--- config.mk ---
export PLATFORM = sky130hd
export DESIGN_NAME = mem_arbiter_flat
export DESIGN_NICKNAME = d
export VERILOG_FILES = /design/src/rtl/mem_arbiter_pkg.sv /design/src/rtl/mem_arbiter_if.sv /design/src/rtl/mem_arbiter_rr_guard.sv /design/src/rtl/mem_arbiter.sv /design/src/flat_wrapper.sv
export SDC_FILE = /design/constraint.sdc
export NUM_CORES = 1
export LEC_CHECK = 0
export ABC_AREA = 1
export BUFFER_PORTS_ARGS = -buffer_cell sky130_fd_sc_hd__buf_2
export CORE_UTILIZATION = 35
export DETAILED_ROUTE_END_ITERATION = 12
export SYNTH_ARGS = -nofsm -noshare
export SYNTH_HDL_FRONTEND = slang
export SYNTH_HIERARCHICAL = 1
export SYNTH_SLANG_ARGS = --single-unit
--- constraint.sdc ---
create_clock -name clk -period 2.75 [get_ports clk]
set_input_delay 0.55 -clock clk [delete_from_list [all_inputs] [get_ports clk]]
set_output_delay 0.55 -clock clk [all_outputs]
set_load 0.005 [all_outputs]
--- src/rtl/mem_arbiter_pkg.sv ---
// mem_arbiter_pkg: shared owner/state encodings and default arbiter constants
package mem_arbiter_pkg;
    typedef enum logic {OWN_IF = 1'b0, OWN_LS = 1'b1} owner_e;
    typedef enum logic {S_IDLE = 1'b0, S_BUSY = 1'b1} state_e;
    localparam int ADDR_W_DEF = 32;
    localparam int DATA_W_DEF = 32;
    localparam int STARVE_MAX_DEF = 3;
    localparam int TIMEOUT_DEF = 15;
endpackage

--- src/rtl/mem_arbiter_if.sv ---
// mem_arbiter_if: requester (IF, LS) and memory-side signal bundle
interface mem_arbiter_if #(parameter int ADDR_W = 32, parameter int DATA_W = 32);
    logic if_req;
    logic [ADDR_W-1:0] if_addr;
    logic if_gnt;
    logic if_rvalid;
    logic [DATA_W-1:0] if_rdata;
    logic if_err;
    logic ls_req;
    logic ls_we;
    logic [DATA_W/8-1:0] ls_be;
    logic [ADDR_W-1:0] ls_addr;
    logic [DATA_W-1:0] ls_wdata;
    logic ls_gnt;
    logic ls_rvalid;
    logic [DATA_W-1:0] ls_rdata;
    logic ls_err;
    logic mem_req;
    logic mem_we;
    logic [DATA_W/8-1:0] mem_be;
    logic [ADDR_W-1:0] mem_addr;
    logic [DATA_W-1:0] mem_wdata;
    logic mem_ready;
    logic [DATA_W-1:0] mem_rdata;
    modport slave (
        input if_req, if_addr, ls_req, ls_we, ls_be, ls_addr, ls_wdata, mem_ready, mem_rdata,
        output if_gnt, if_rvalid, if_rdata, if_err, ls_gnt, ls_rvalid, ls_rdata, ls_err,
        output mem_req, mem_we, mem_be, mem_addr, mem_wdata
    );
    modport master (
        output if_req, if_addr, ls_req, ls_we, ls_be, ls_addr, ls_wdata, mem_ready, mem_rdata,
        input if_gnt, if_rvalid, if_rdata, if_err, ls_gnt, ls_rvalid, ls_rdata, ls_err,
        input mem_req, mem_we, mem_be, mem_addr, mem_wdata
    );
endinterface

--- src/rtl/mem_arbiter_rr_guard.sv ---
// mem_arbiter_rr_guard: LS-priority grant select with saturating IF starvation counter
module mem_arbiter_rr_guard
    import mem_arbiter_pkg::*;
#(
    parameter int STARVE_MAX = STARVE_MAX_DEF
) (
    input  logic   clk,
    input  logic   rst_n,
    input  logic   en_i,
    input  logic   if_req_i,
    input  logic   ls_req_i,
    output logic   gnt_o,
    output owner_e win_o
);
    localparam int CW = $clog2(STARVE_MAX + 1);
    logic [CW-1:0] cnt_q, cnt_d;
    // LS wins ties until IF has been passed over STARVE_MAX times in a row
    always_comb begin
        gnt_o = en_i && (if_req_i || ls_req_i);
        win_o = (ls_req_i && !(if_req_i && cnt_q == CW'(STARVE_MAX))) ? OWN_LS : OWN_IF;
        cnt_d = cnt_q;
        if (gnt_o && win_o == OWN_IF) cnt_d = '0;
        else if (gnt_o && if_req_i && cnt_q != CW'(STARVE_MAX)) cnt_d = cnt_q + CW'(1);
    end
    // starvation counter register
    always_ff @(posedge clk) begin
        if (!rst_n) cnt_q <= '0;
        else cnt_q <= cnt_d;
    end
endmodule

--- src/rtl/mem_arbiter.sv ---
// mem_arbiter: shares one single-port memory between IF and LS with timeout protection
module mem_arbiter
    import mem_arbiter_pkg::*;
#(
    parameter int ADDR_W = ADDR_W_DEF,
    parameter int DATA_W = DATA_W_DEF,
    parameter int STARVE_MAX = STARVE_MAX_DEF,
    parameter int TIMEOUT = TIMEOUT_DEF
) (
    input logic clk,
    input logic rst_n,
    mem_arbiter_if.slave bus
);
    localparam int TW = $clog2(TIMEOUT + 1);
    state_e state_q, state_d;
    owner_e owner_q, owner_d, win;
    logic [TW-1:0] tmo_q, tmo_d;
    logic mem_req_q, mem_req_d, mem_we_q, mem_we_d;
    logic [DATA_W/8-1:0] mem_be_q, mem_be_d;
    logic [ADDR_W-1:0] mem_addr_q, mem_addr_d;
    logic [DATA_W-1:0] mem_wdata_q, mem_wdata_d;
    logic if_rvalid_q, if_rvalid_d, if_err_q, if_err_d;
    logic ls_rvalid_q, ls_rvalid_d, ls_err_q, ls_err_d;
    logic [DATA_W-1:0] if_rdata_q, if_rdata_d, ls_rdata_q, ls_rdata_d, rsp_data;
    logic arb_en, grant, done, tmo_hit;

    assign arb_en = rst_n && (state_q == S_IDLE || bus.mem_ready);

    mem_arbiter_rr_guard #(.STARVE_MAX(STARVE_MAX)) u_guard (
        .clk      (clk),
        .rst_n    (rst_n),
        .en_i     (arb_en),
        .if_req_i (bus.if_req),
        .ls_req_i (bus.ls_req),
        .gnt_o    (grant),
        .win_o    (win)
    );

    // next state: completion/timeout response, then optional back-to-back grant
    always_comb begin
        state_d = state_q;
        owner_d = owner_q;
        tmo_d = tmo_q;
        mem_req_d = mem_req_q;
        mem_we_d = mem_we_q;
        mem_be_d = mem_be_q;
        mem_addr_d = mem_addr_q;
        mem_wdata_d = mem_wdata_q;
        if_rdata_d = if_rdata_q;
        ls_rdata_d = ls_rdata_q;
        done = state_q == S_BUSY && bus.mem_ready;
        tmo_hit = state_q == S_BUSY && !bus.mem_ready && tmo_q == TW'(TIMEOUT);
        rsp_data = (tmo_hit || mem_we_q) ? '0 : bus.mem_rdata;
        if_rvalid_d = (done || tmo_hit) && owner_q == OWN_IF;
        ls_rvalid_d = (done || tmo_hit) && owner_q == OWN_LS;
        if_err_d = tmo_hit && owner_q == OWN_IF;
        ls_err_d = tmo_hit && owner_q == OWN_LS;
        if (if_rvalid_d) if_rdata_d = rsp_data;
        if (ls_rvalid_d) ls_rdata_d = rsp_data;
        if (state_q == S_BUSY && !bus.mem_ready && !tmo_hit) tmo_d = tmo_q + TW'(1);
        if (grant) begin
            state_d = S_BUSY;
            owner_d = win;
            tmo_d = '0;
            mem_req_d = 1'b1;
            mem_we_d = win == OWN_LS ? bus.ls_we : 1'b0;
            mem_be_d = win == OWN_LS ? bus.ls_be : '1;
            mem_addr_d = win == OWN_LS ? bus.ls_addr : bus.if_addr;
            mem_wdata_d = win == OWN_LS ? bus.ls_wdata : '0;
        end else if (done || tmo_hit) begin
            state_d = S_IDLE;
            mem_req_d = 1'b0;
        end
    end

    // state and output registers; reset drops any in-flight transaction silently
    always_ff @(posedge clk) begin
        if (!rst_n) begin
            state_q <= S_IDLE;
            owner_q <= OWN_IF;
            tmo_q <= '0;
            mem_req_q <= 1'b0;
            mem_we_q <= 1'b0;
            mem_be_q <= '0;
            mem_addr_q <= '0;
            mem_wdata_q <= '0;
            if_rvalid_q <= 1'b0;
            if_err_q <= 1'b0;
            if_rdata_q <= '0;
            ls_rvalid_q <= 1'b0;
            ls_err_q <= 1'b0;
            ls_rdata_q <= '0;
        end else begin
            state_q <= state_d;
            owner_q <= owner_d;
            tmo_q <= tmo_d;
            mem_req_q <= mem_req_d;
            mem_we_q <= mem_we_d;
            mem_be_q <= mem_be_d;
            mem_addr_q <= mem_addr_d;
            mem_wdata_q <= mem_wdata_d;
            if_rvalid_q <= if_rvalid_d;
            if_err_q <= if_err_d;
            if_rdata_q <= if_rdata_d;
            ls_rvalid_q <= ls_rvalid_d;
            ls_err_q <= ls_err_d;
            ls_rdata_q <= ls_rdata_d;
        end
    end

    assign bus.if_gnt = grant && win == OWN_IF;
    assign bus.ls_gnt = grant && win == OWN_LS;
    assign bus.if_rvalid = if_rvalid_q;
    assign bus.if_err = if_err_q;
    assign bus.if_rdata = if_rdata_q;
    assign bus.ls_rvalid = ls_rvalid_q;
    assign bus.ls_err = ls_err_q;
    assign bus.ls_rdata = ls_rdata_q;
    assign bus.mem_req = mem_req_q;
    assign bus.mem_we = mem_we_q;
    assign bus.mem_be = mem_be_q;
    assign bus.mem_addr = mem_addr_q;
    assign bus.mem_wdata = mem_wdata_q;
endmodule

--- src/flat_wrapper.sv ---
// flat-port wrapper written by rule: the top's interface ports become plain ports
module mem_arbiter_flat import mem_arbiter_pkg::*;
#(
    parameter int ADDR_W = ADDR_W_DEF,
    parameter int DATA_W = DATA_W_DEF,
    parameter int STARVE_MAX = STARVE_MAX_DEF,
    parameter int TIMEOUT = TIMEOUT_DEF
)
  (clk, rst_n, bus_if_req, bus_if_addr, bus_ls_req, bus_ls_we, bus_ls_be, bus_ls_addr, bus_ls_wdata, bus_mem_ready, bus_mem_rdata, bus_if_gnt, bus_if_rvalid, bus_if_rdata, bus_if_err, bus_ls_gnt, bus_ls_rvalid, bus_ls_rdata, bus_ls_err, bus_mem_req, bus_mem_we, bus_mem_be, bus_mem_addr, bus_mem_wdata);
  mem_arbiter_if #(.ADDR_W(ADDR_W), .DATA_W(DATA_W)) bus_i ();
  input logic clk;
  input logic rst_n;
  input wire logic [$bits(bus_i.if_req)-1:0] bus_if_req;
  input wire logic [$bits(bus_i.if_addr)-1:0] bus_if_addr;
  input wire logic [$bits(bus_i.ls_req)-1:0] bus_ls_req;
  input wire logic [$bits(bus_i.ls_we)-1:0] bus_ls_we;
  input wire logic [$bits(bus_i.ls_be)-1:0] bus_ls_be;
  input wire logic [$bits(bus_i.ls_addr)-1:0] bus_ls_addr;
  input wire logic [$bits(bus_i.ls_wdata)-1:0] bus_ls_wdata;
  input wire logic [$bits(bus_i.mem_ready)-1:0] bus_mem_ready;
  input wire logic [$bits(bus_i.mem_rdata)-1:0] bus_mem_rdata;
  output wire logic [$bits(bus_i.if_gnt)-1:0] bus_if_gnt;
  output wire logic [$bits(bus_i.if_rvalid)-1:0] bus_if_rvalid;
  output wire logic [$bits(bus_i.if_rdata)-1:0] bus_if_rdata;
  output wire logic [$bits(bus_i.if_err)-1:0] bus_if_err;
  output wire logic [$bits(bus_i.ls_gnt)-1:0] bus_ls_gnt;
  output wire logic [$bits(bus_i.ls_rvalid)-1:0] bus_ls_rvalid;
  output wire logic [$bits(bus_i.ls_rdata)-1:0] bus_ls_rdata;
  output wire logic [$bits(bus_i.ls_err)-1:0] bus_ls_err;
  output wire logic [$bits(bus_i.mem_req)-1:0] bus_mem_req;
  output wire logic [$bits(bus_i.mem_we)-1:0] bus_mem_we;
  output wire logic [$bits(bus_i.mem_be)-1:0] bus_mem_be;
  output wire logic [$bits(bus_i.mem_addr)-1:0] bus_mem_addr;
  output wire logic [$bits(bus_i.mem_wdata)-1:0] bus_mem_wdata;
  assign bus_i.if_req = bus_if_req;
  assign bus_i.if_addr = bus_if_addr;
  assign bus_i.ls_req = bus_ls_req;
  assign bus_i.ls_we = bus_ls_we;
  assign bus_i.ls_be = bus_ls_be;
  assign bus_i.ls_addr = bus_ls_addr;
  assign bus_i.ls_wdata = bus_ls_wdata;
  assign bus_i.mem_ready = bus_mem_ready;
  assign bus_i.mem_rdata = bus_mem_rdata;
  assign bus_if_gnt = bus_i.if_gnt;
  assign bus_if_rvalid = bus_i.if_rvalid;
  assign bus_if_rdata = bus_i.if_rdata;
  assign bus_if_err = bus_i.if_err;
  assign bus_ls_gnt = bus_i.ls_gnt;
  assign bus_ls_rvalid = bus_i.ls_rvalid;
  assign bus_ls_rdata = bus_i.ls_rdata;
  assign bus_ls_err = bus_i.ls_err;
  assign bus_mem_req = bus_i.mem_req;
  assign bus_mem_we = bus_i.mem_we;
  assign bus_mem_be = bus_i.mem_be;
  assign bus_mem_addr = bus_i.mem_addr;
  assign bus_mem_wdata = bus_i.mem_wdata;
  mem_arbiter #(.ADDR_W(ADDR_W), .DATA_W(DATA_W), .STARVE_MAX(STARVE_MAX), .TIMEOUT(TIMEOUT)) u_core (.clk(clk), .rst_n(rst_n), .bus(bus_i));
endmodule
[After elaboration in Yosys (flattened, before gate mapping)]
Cells that the tools add are included.
Word-level totals
  register bits after elaboration: 145
  input port bits: 138
  output and inout port bits: 140
  logic and storage cells: 57
Cells by class
  add/subtract/negate cells: 2
  eq/ne operators: 3
  multiplexer cells: 8
  bitwise logic cells: 4
  reduce and logical (&&, ||, !) cells: 26
Operators by type and width (number)
  $mux W32: 3
  $logic_and A1 B1 Y1: 16
  $add A4 B1 Y4 const B: 1
  $eq A4 B4 Y1 const B: 1
  $logic_or A1 B1 Y1: 4
  $mux W1: 4
  $mux W4: 1
  $not A1 Y1: 4
  $reduce_or A2 Y1: 2
  $logic_not A1 Y1: 3
  $add A2 B1 Y2 const B: 1
  $eq A2 B2 Y1 const B: 1
  $ne A2 B2 Y1 const B: 1
  $reduce_bool A2 Y1: 1

[Depth between registers and ports, before layout]
Gate-level depths: netlist of run 1.
  depth in word-level cells: 8
  depth in mapped cells: 14
  mapped depth without buffers: 11

[Hierarchy]
Netlist of run 1, hierarchy kept.
By module, submodules not included
  mem_arbiter: instances 1, cells each 888, area an instance 6100.9 µm², seq. area each 2862.7 µm²
  mem_arbiter_rr_guard: instances 1, cells each 20, area an instance 127.6 µm², seq. area each 40.0 µm²

[Worst setup path before layout of run 1]
Ideal clock, no wire load.
  kind: input to output
  start: input port rst_n
  end: output port bus_ls_gnt
  data arrival time: 1.800 ns
  data required time: 2.200 ns
  setup slack: 0.400 ns
  stages: 10
  path buffers: 4
  cell sequence: buf_2 inv_2 nor2_1 nand2_1 nand2_2 buf_2 nand2_2 inv_1 buf_4 buf_2
Between the ends
  word-level cells in the longest chain between the ends: 3
RTL lines
  from (decl): line flat_wrapper.sv:12  | input logic rst_n;
  $logic_and A1 B1 Y1: line mem_arbiter.sv:27  | assign arb_en = rst_n && (state_q == S_IDLE || bus.mem_ready);
  via u_core.arb_en: line mem_arbiter.sv:25  | logic arb_en, grant, done, tmo_hit;
  $logic_and A1 B1 Y1: line mem_arbiter_rr_guard.sv:19  | gnt_o = en_i && (if_req_i || ls_req_i);
  via u_core.grant: line mem_arbiter.sv:25
  $logic_and A1 B1 Y1: line mem_arbiter.sv:112  | assign bus.ls_gnt = grant && win == OWN_LS;
  to (decl): line flat_wrapper.sv:26  | output wire logic [$bits(bus_i.ls_gnt)-1:0] bus_ls_gnt;
The timed path passes the listed nets, and every way through them passes these cells.

==> results.sh, run 1 <==
export IMPL_status="finished, final reports clean"
export IMPL_rr_endpoint="u_core/bus.mem_addr[4]"
export IMPL_ir_drop_uv=430
export IMPL_crit_family="buffers and inverters"
export IMPL_die_y_um=135
export IMPL_grt_pass1_wl_um=28100
export IMPL_drc_errors=0
export IMPL_timing_fmax_mhz=389
export IMPL_worstHoldPathCells=2
export IMPL_synth_seq_cells=145
export IMPL_netlist_instances=908
export IMPL_timing_hold_ws_ns=0.381
export IMPL_rsz0062_at_grt="no"
export IMPL_area_growth_pct=33.4
export IMPL_root_buffer="clkbuf_16"
export IMPL_syn_area_per_cell_um2=6.86
export IMPL_rows=48
export IMPL_r2r_cells=12
export IMPL_layout_common_cells="nand2_1, buf_2, dfxtp_1, inv_1, nor2_1"
export IMPL_vias=6135
export IMPL_path_max_fanout=25
export IMPL_crit_type="register to output pin"
export IMPL_cts_setup_buffers=0
export IMPL_track_usage=0.197
export IMPL_fin_crit_ns=2.57
export IMPL_fin_nets=1307
export IMPL_postCtsHoldBufs=0
export IMPL_hold_viol=0
export IMPL_hold_end="u_core/bus.mem_wdata[24]"
export IMPL_io_pins=278
export IMPL_crit_path_max_incr_delay_ns=0.37
export IMPL_cp_num_buf_inv=3
export IMPL_drt_pass1_iterations=4
export IMPL_p_per_area_nw_per_um2=614
export IMPL_min_delay_path_class="input pin to register"
export IMPL_clkTransAtPathRegs_ns=0.06
export IMPL_htreeDepth=4
export IMPL_synth_area_leaders="dfxtp_1, nand2_1, inv_1, nand3_1, a32o_1"
export IMPL_antennaDiodeCount=0
export IMPL_die_area_um2=18300
export IMPL_synthesis_area_um2=6230
export IMPL_critPathCaptureType="output pin"
export IMPL_regToRegStartpoint="u_core/bus.mem_req"
export IMPL_die_width_um=135
export IMPL_grt_max_degree=87
export IMPL_r2r_setup_slack_ns=0.47
export IMPL_routed_wl_um=18000
export IMPL_drt_iter0_markers=252
export IMPL_synth_seq_area_share=0.466
export IMPL_portBuffers=277
export IMPL_fin_skew_ns=0.00915
export IMPL_core_area_um2=17400
export IMPL_gp_congestion=0.848
export IMPL_crit_chain="inv_2 > nor2_2 > nor2_1 > nand2_1 > nand2_2 > nand2_2 > inv_2 > buf_2"
export IMPL_max_slew_margin=0.372
export IMPL_cts_sinks=145
export IMPL_fin_crit_sh=0.934
export IMPL_mappedNetlistNets=1048
export IMPL_layout_commonest_cell="nand2_1"
export IMPL_drive_gt1_frac=0.286
export IMPL_cts_buffers=17
export IMPL_fin_util=0.479
export IMPL_antenna_left=0
export IMPL_max_cap_viol_count=0
export IMPL_slew_viol_final=0
export IMPL_start_util=0.359
export IMPL_synth_area_leader_cell="dfxtp_1"
export IMPL_synth_top_area_share=0.466
export IMPL_ctsResizeCount=0
export IMPL_leakage_nw=4.90
export IMPL_ys_warn_count=6
export IMPL_antenna_found_initial=1
export IMPL_cp_arrival_ns=2.02
export IMPL_routedWlPerCell_um=12.8
export IMPL_hp_start="bus_ls_wdata[24]"
export IMPL_ys_types=25
export IMPL_clk_path_buf_depth=2
export IMPL_grt_pass1_vias=5587
export IMPL_setup_viol=0
export IMPL_worstMarginPinSlew_ns=0.942
export IMPL_crit_required_ns=2.20
export IMPL_cp_start_kind="register"
export IMPL_gr_total_overflow=0
export IMPL_tritoncts="yes"
export IMPL_clock_latency_ns=0.42
export IMPL_worst_path_max_delay_cell="dfxtp_1"
export IMPL_setup_tns_ns=0
export IMPL_vias_per_cell=4.37
export IMPL_place_hpwl_um=12800
==> metal layers <==
| metal | global-route usage | wire [um] | vias to the layer above |
|---|---|---|---|
| li1 | - | - | 3246 |
| met1 | 0.227 | 7750 | 2699 |
| met2 | 0.338 | 8640 | 168 |
| met3 | 0.0696 | 1330 | 20 |
| met4 | 0.0662 | 281 | 2 |
| met5 | 0 | 13 | - |
==> report_power, final <==
part | switching, mW | internal, mW | total (mW)
registers | 0.0529 | 2.21 | 2.26
clock network | 0.880 | 1.35 | 2.23
logic | 0.347 | 0.268 | 0.615
total | 1.28 | 3.83 | 5.11
==> state kept, by name, indices dropped and copies added, names as in the netlist <==
signal,cells
u_core/owner_q,1
u_core/u_guard/cnt_q,2
u_core/bus.if_rvalid,1
u_core/tmo_q,4
u_core/bus.ls_err,1
u_core/bus.mem_be,4
u_core/bus.ls_rdata,32
u_core/bus.if_err,1
u_core/bus.mem_addr,32
u_core/bus.if_rdata,32
u_core/bus.mem_we,1
u_core/bus.ls_rvalid,1
u_core/bus.mem_req,1
u_core/bus.mem_wdata,32
==> synthesized netlist by cell type (all sizes together) <==
library cell,instances
a21oi,4
a31oi,1
a32o,32
buf,35
clkbuf,15
clkinv,29
dfxtp,145
ha,2
inv,145
nand2,342
nand3,70
nand4,2
nor2,77
nor3,2
o21ai,1
o221a,4
o22ai,1
xor2,1
==> cell families after synthesis <==
group	after synthesis	share of synthesized area
buffers and inverters	224	0.145
xor gates and xnor gates	1	0.00141
AOI/OAI and AO/OA	43	0.0647
and+or+nand+nor	493	0.319
DFF	145	0.466
adders and majority gates	2	0.00402
==> cell type report <==
type	count	area, um^2
Sequential cell	145	2900
Fill cell	1799	9040
Clock buffer	21	450
Multi-Input combinational cell	539	2420
Tap cell	225	282
Timing Repair Buffer	290	1490
Clock inverter	10	113
Inverter	174	653
==> metrics by stage <==
stage               cells  setup WS (ns)  power (mW)  instance area, um^2
global placement     1373          0.249        2.93                 7750
global route         1404        0.00297        5.36                 8310
floorplan             908          0.400        2.64                 6230
CTS                  1404          0.132        5.19                 8310
finish               1404          0.182        5.11                 8310
detailed placement   1373          0.181        2.93                 7750
==> worst max path at each step <==
stage,start,end,slack (ns),depth (start not counted)
final,u_core/bus.mem_req,bus_ls_gnt,0.18,8
after global routing,u_core/bus.mem_req,bus_ls_gnt,0.003,8
after CTS,u_core/bus.mem_req,bus_ls_gnt,0.13,8
after detailed placement,rst_n,u_core/bus.mem_addr[4],0.18,12
after global placement,rst_n,u_core/bus.mem_addr[12],0.25,12
after floorplan,rst_n,bus_ls_gnt,0.40,10
(Power assumes the default switching activity.)
==> run 2, diff against run 1 <==
==> constraint.sdc (replaced) <==
create_clock -name clk -period 3.18 [get_ports clk]
set_input_delay 0.636 -clock clk [delete_from_list [all_inputs] [get_ports clk]]
set_output_delay 0.636 -clock clk [all_outputs]
set_load 0.005 [all_outputs]
==> run 2 against run 1 <==
Against the previous run:
- utilization down 0.15 points
- via count up 0.26%
- non-clock buffer count down 5
- sequential power down 14%
- cell area down 0.32%
- setup slack better by 0.50 ns
- critical path type unchanged
- clock-buffer cell count up 1
- largest cell class unchanged
- clock skew down 0.00062 ns
- register-to-register slack better by 0.50 ns
==> results.sh, run 2 (synthesized netlist as in run 1, its figures left out) <==
export IMPL_cts_sinks=145
export IMPL_worst_path_max_delay_cell="dfxtp_1"
export IMPL_cts_setup_buffers=0
export IMPL_worstMarginPinSlew_ns=0.915
export IMPL_die_width_um=135
export IMPL_ctsResizeCount=0
export IMPL_crit_chain="inv_2 > nor2_2 > nor2_1 > nand2_1 > nand2_2 > inv_2 > nor2_2 > buf_2"
export IMPL_antenna_left=0
export IMPL_track_usage=0.197
export IMPL_gr_total_overflow=0
export IMPL_layout_commonest_cell="nand2_1"
export IMPL_slew_viol_final=0
export IMPL_tritoncts="yes"
export IMPL_cp_arrival_ns=1.86
export IMPL_timing_fmax_mhz=400
export IMPL_die_y_um=135
export IMPL_place_hpwl_um=12700
export IMPL_min_delay_path_class="register to register"
export IMPL_leakage_nw=4.88
export IMPL_final_cell_area_um2=8290
export IMPL_crit_type="register to output pin"
export IMPL_fin_crit_sh=0.786
export IMPL_routedWlPerCell_um=13.0
export IMPL_portBuffers=277
export IMPL_drive_gt1_frac=0.283
export IMPL_drt_iter0_markers=246
export IMPL_vias_per_cell=4.39
export IMPL_fin_skew_ns=0.00853
export IMPL_critPathCaptureType="output pin"
export IMPL_ir_drop_uv=361
export IMPL_postLayoutSetupSlackWorst_ns=0.682
export IMPL_crit_required_ns=2.54
export IMPL_layout_common_cells="nand2_1, buf_2, dfxtp_1, inv_1, nor2_1"
export IMPL_max_cap_viol_count=0
export IMPL_p_per_area_nw_per_um2=535
export IMPL_antennaDiodeCount=0
export IMPL_hold_viol=0
export IMPL_core_area_um2=17400
export IMPL_fin_nets=1302
export IMPL_vias=6151
export IMPL_fin_crit_ns=2.50
export IMPL_cp_start_kind="register"
export IMPL_routed_wl_um=18200
export IMPL_post_place_ws_ns=0.619
export IMPL_clkTransAtPathRegs_ns=0.06
export IMPL_gp_congestion=0.801
export IMPL_rsz0062_at_grt="no"
export IMPL_grt_max_degree=86
export IMPL_io_pins=278
export IMPL_cts_buffers=17
export IMPL_status="finished, final reports clean"
export IMPL_root_buffer="clkbuf_16"
export IMPL_grt_pass1_vias=5545
export IMPL_grt_pass1_wl_um=28100
export IMPL_path_max_fanout=8
export IMPL_start_util=0.359
export IMPL_drc_errors=0
export IMPL_htreeDepth=4
export IMPL_max_slew_margin=0.390
export IMPL_clock_latency_ns=0.41
export IMPL_cp_num_buf_inv=3
export IMPL_area_growth_pct=33.0
export IMPL_place_area_um2=7710
export IMPL_setup_tns_ns=0
export IMPL_crit_family="simple AND/OR/NAND/NOR gates"
export IMPL_setup_viol=0
export IMPL_antenna_found_initial=1
export IMPL_drt_pass1_iterations=4
export IMPL_clk_path_buf_depth=2
export IMPL_crit_path_max_incr_delay_ns=0.37
export IMPL_rows=48
export IMPL_die_area_um2=18300
export IMPL_postCtsHoldBufs=0
## run 2: layout make-up
class	instances	area, um^2
inverters	174	653
repair buffers	285	1450
multi-input cells	539	2420
flip-flops and latches	145	2900
well taps	225	282
clock inverters	10	110
fillers	1817	9070
clock buffers	22	464
## run 2: per-stage QoR
stage / power, mW / hold WS, ns / utilization / cells
6_report: 4.43 / 0.460 / 0.477 / 1400
5_1_grt: 4.63 / 0.464 / 0.477 / 1400
4_1_cts: 4.50 / 0.457 / 0.477 / 1400
3_5_place_dp: 2.53 / 0.451 / 0.444 / 1368
3_3_place_gp: 2.53 / 0.443 / 0.444 / 1368
2_1_floorplan: 2.28 / 0.441 / - / 908
## run 2: worst paths after layout
path | from | end | slack, ns | depth (start not counted)
worst max-delay path | u_core/bus.mem_req | bus_if_gnt | 0.68 | 8
worst min-delay path | u_core/bus.mem_wdata[31] | u_core/bus.mem_wdata[31] | 0.46 | 1
worst max register to register | u_core/bus.mem_req | u_core/bus.mem_addr[22] | 0.97 | 12
worst min register to register | u_core/bus.mem_wdata[31] | u_core/bus.mem_wdata[31] | 0.46 | 1
## run 2: worst register-to-register path, cell delays in order (launching register included)
cell,delay [ns]
dfxtp_1,0.37
inv_2,0.07
nor2_2,0.05
nor2_1,0.25
nand2_1,0.11
nand2_2,0.17
nand2_2,0.13
inv_2,0.07
buf_4,0.53
nand2_1,0.17
nand3_1,0.12
nand2_1,0.05
inv_1,0.07
## run 2: power by group
part           leakage (nW)  switching [mW]  internal (mW)
combinational          3.42           0.302          0.230
clock                 0.284           0.755           1.19
sequential             1.18          0.0452           1.91
total                  4.88            1.10           3.33
## run 2: per-layer routing
| metal | vias to the layer above | GRT usage | wire length [um] |
|---|---|---|---|
| li1 | 3228 | - | - |
| met1 | 2696 | 0.223 | 7790 |
| met2 | 184 | 0.330 | 8440 |
| met3 | 41 | 0.0722 | 1450 |
| met4 | 2 | 0.0911 | 555 |
| met5 | - | 0 | 10 |
==> run 3, diff against run 2 <==
==> constraint.sdc (replaced) <==
create_clock -name clk -period 2.6 [get_ports clk]
set_input_delay 0.52 -clock clk [delete_from_list [all_inputs] [get_ports clk]]
set_output_delay 0.52 -clock clk [all_outputs]
set_load 0.005 [all_outputs]
==> run 3 against run 2 <==
Against the previous run:
- sequential power rose by 23%
- total power rose by 25%
- critical path depth rose by 1
- non-clock buffer count rose by 9
==> results.sh, run 3 (synthesized netlist as in run 1, its figures left out) <==
export IMPL_status="finished, final reports clean"
export IMPL_dp_cells=1377
export IMPL_crit_path_max_incr_delay_ns=0.44
export IMPL_rsz0062_at_grt="no"
export IMPL_die_area_um2=18300
export IMPL_gr_total_overflow=0
export IMPL_timing_hold_ws_ns=0.346
export IMPL_slew_viol_final=0
export IMPL_area_growth_pct=35.1
export IMPL_hold_viol=0
export IMPL_grt_pass1_wl_um=28500
export IMPL_drive_gt1_frac=0.291
export IMPL_start_util=0.359
export IMPL_crit_family="simple AND/OR/NAND/NOR gates"
export IMPL_drt_iter0_markers=257
export IMPL_max_slew_margin=0.499
export IMPL_min_delay_path_class="input pin to register"
export IMPL_io_pins=278
export IMPL_setup_viol=0
export IMPL_core_area_um2=17400
export IMPL_clk_path_buf_depth=2
export IMPL_fin_crit_ns=2.42
export IMPL_vias=6164
export IMPL_drc_errors=0
export IMPL_die_y_um=135
export IMPL_antenna_found_initial=2
export IMPL_clock_latency_ns=0.42
export IMPL_hp_start="bus_ls_wdata[29]"
export IMPL_cts_buffers=17
export IMPL_fin_nets=1312
export IMPL_routed_wl_um=18300
export IMPL_postLayoutSetupSlackWorst_ns=0.181
export IMPL_layout_common_cells="nand2_1, buf_2, dfxtp_1, inv_1, nor2_1"
export IMPL_cp_startpoint="u_core/bus.mem_req"
export IMPL_routedWlPerCell_um=13.0
export IMPL_cp_arrival_ns=1.90
export IMPL_antenna_left=0
export IMPL_cts_setup_buffers=0
export IMPL_tritoncts="yes"
export IMPL_path_max_fanout=14
export IMPL_ir_drop_uv=464
export IMPL_crit_type="register to output pin"
export IMPL_portBuffers=277
export IMPL_max_cap_viol_count=0
export IMPL_htreeDepth=4
export IMPL_cts_sinks=145
export IMPL_post_place_ws_ns=-0.147
export IMPL_track_usage=0.203
export IMPL_clkTransAtPathRegs_ns=0.06
export IMPL_leakage_nw=4.94
export IMPL_crit_required_ns=2.08
export IMPL_regToRegStartpoint="u_core/bus.mem_req"
export IMPL_root_buffer="clkbuf_16"
export IMPL_cp_num_buf_inv=4
export IMPL_place_hpwl_um=12800
export IMPL_gp_congestion=0.781
export IMPL_drt_pass1_iterations=4
export IMPL_final_cells=1410
export IMPL_worstMarginPinSlew_ns=0.752
export IMPL_fin_skew_ns=0.00820
export IMPL_rows=48
export IMPL_cp_start_kind="register"
export IMPL_worst_path_max_delay_cell="dfxtp_1"
export IMPL_critPathCaptureType="output pin"
export IMPL_postCtsHoldBufs=0
export IMPL_grt_max_degree=70
export IMPL_crit_chain="inv_2 > nor2_2 > nor2_2 > nand2_1 > nand2_2 > buf_4 > nand2_2 > inv_4 > buf_2"
export IMPL_vias_per_cell=4.37
export IMPL_grt_pass1_vias=5645
export IMPL_layout_commonest_cell="nand2_1"
export IMPL_fin_crit_sh=0.930
export IMPL_p_per_area_nw_per_um2=659
export IMPL_die_width_um=135
export IMPL_total_power_mw=5.55
export IMPL_timing_fmax_mhz=413
## run 3: layout make-up
| class | instances | area [um^2] |
|---|---|---|
| Tap cell | 225 | 282 |
| Multi-Input combinational cell | 540 | 2440 |
| Clock buffer | 20 | 457 |
| Antenna cell | 1 | 2.50 |
| Clock inverter | 11 | 138 |
| Inverter | 174 | 656 |
| Timing Repair Buffer | 294 | 1540 |
| Sequential cell | 145 | 2900 |
| Fill cell | 1786 | 8940 |
## run 3: final timing paths
check                             end  slack, ns  cells after the start
max                        bus_ls_gnt       0.18                      9
min          u_core/bus.mem_wdata[29]       0.35                      2
max reg2reg    u_core/bus.mem_addr[0]       0.56                     13
min reg2reg  u_core/bus.mem_wdata[11]       0.46                      1
## run 3: metal layers
layer	track usage	wire length [um]	share of wire	up-vias
met4	0.0680	278	0.015	2
li1	-	-	-	3254
met2	0.350	8940	0.49	183
met1	0.233	7770	0.42	2703
met5	0	13	0.00071	-
met3	0.0677	1310	0.071	22
## run 3: repair_timing
action,4_1_cts,5_1_grt
gates resized for setup,2,1
cloned,1,0
setup endpoints to repair,2,2
pin swaps,1,0
## run 3: where the power goes
group	internal (mW)	leakage, nW	switching, mW
registers	2.33	1.18	0.0537
clock network	1.54	0.287	0.946
logic	0.291	3.47	0.377
total	4.17	4.94	1.38
## run 3: metrics by stage
step,instance area [um^2],util,setup TNS [ns]
2_1_floorplan,6230,-,0
3_3_place_gp,7800,0.450,-0.124
3_5_place_dp,7800,0.450,-0.175
4_1_cts,8410,0.485,0
5_1_grt,8410,0.485,0
6_report,8420,0.485,0
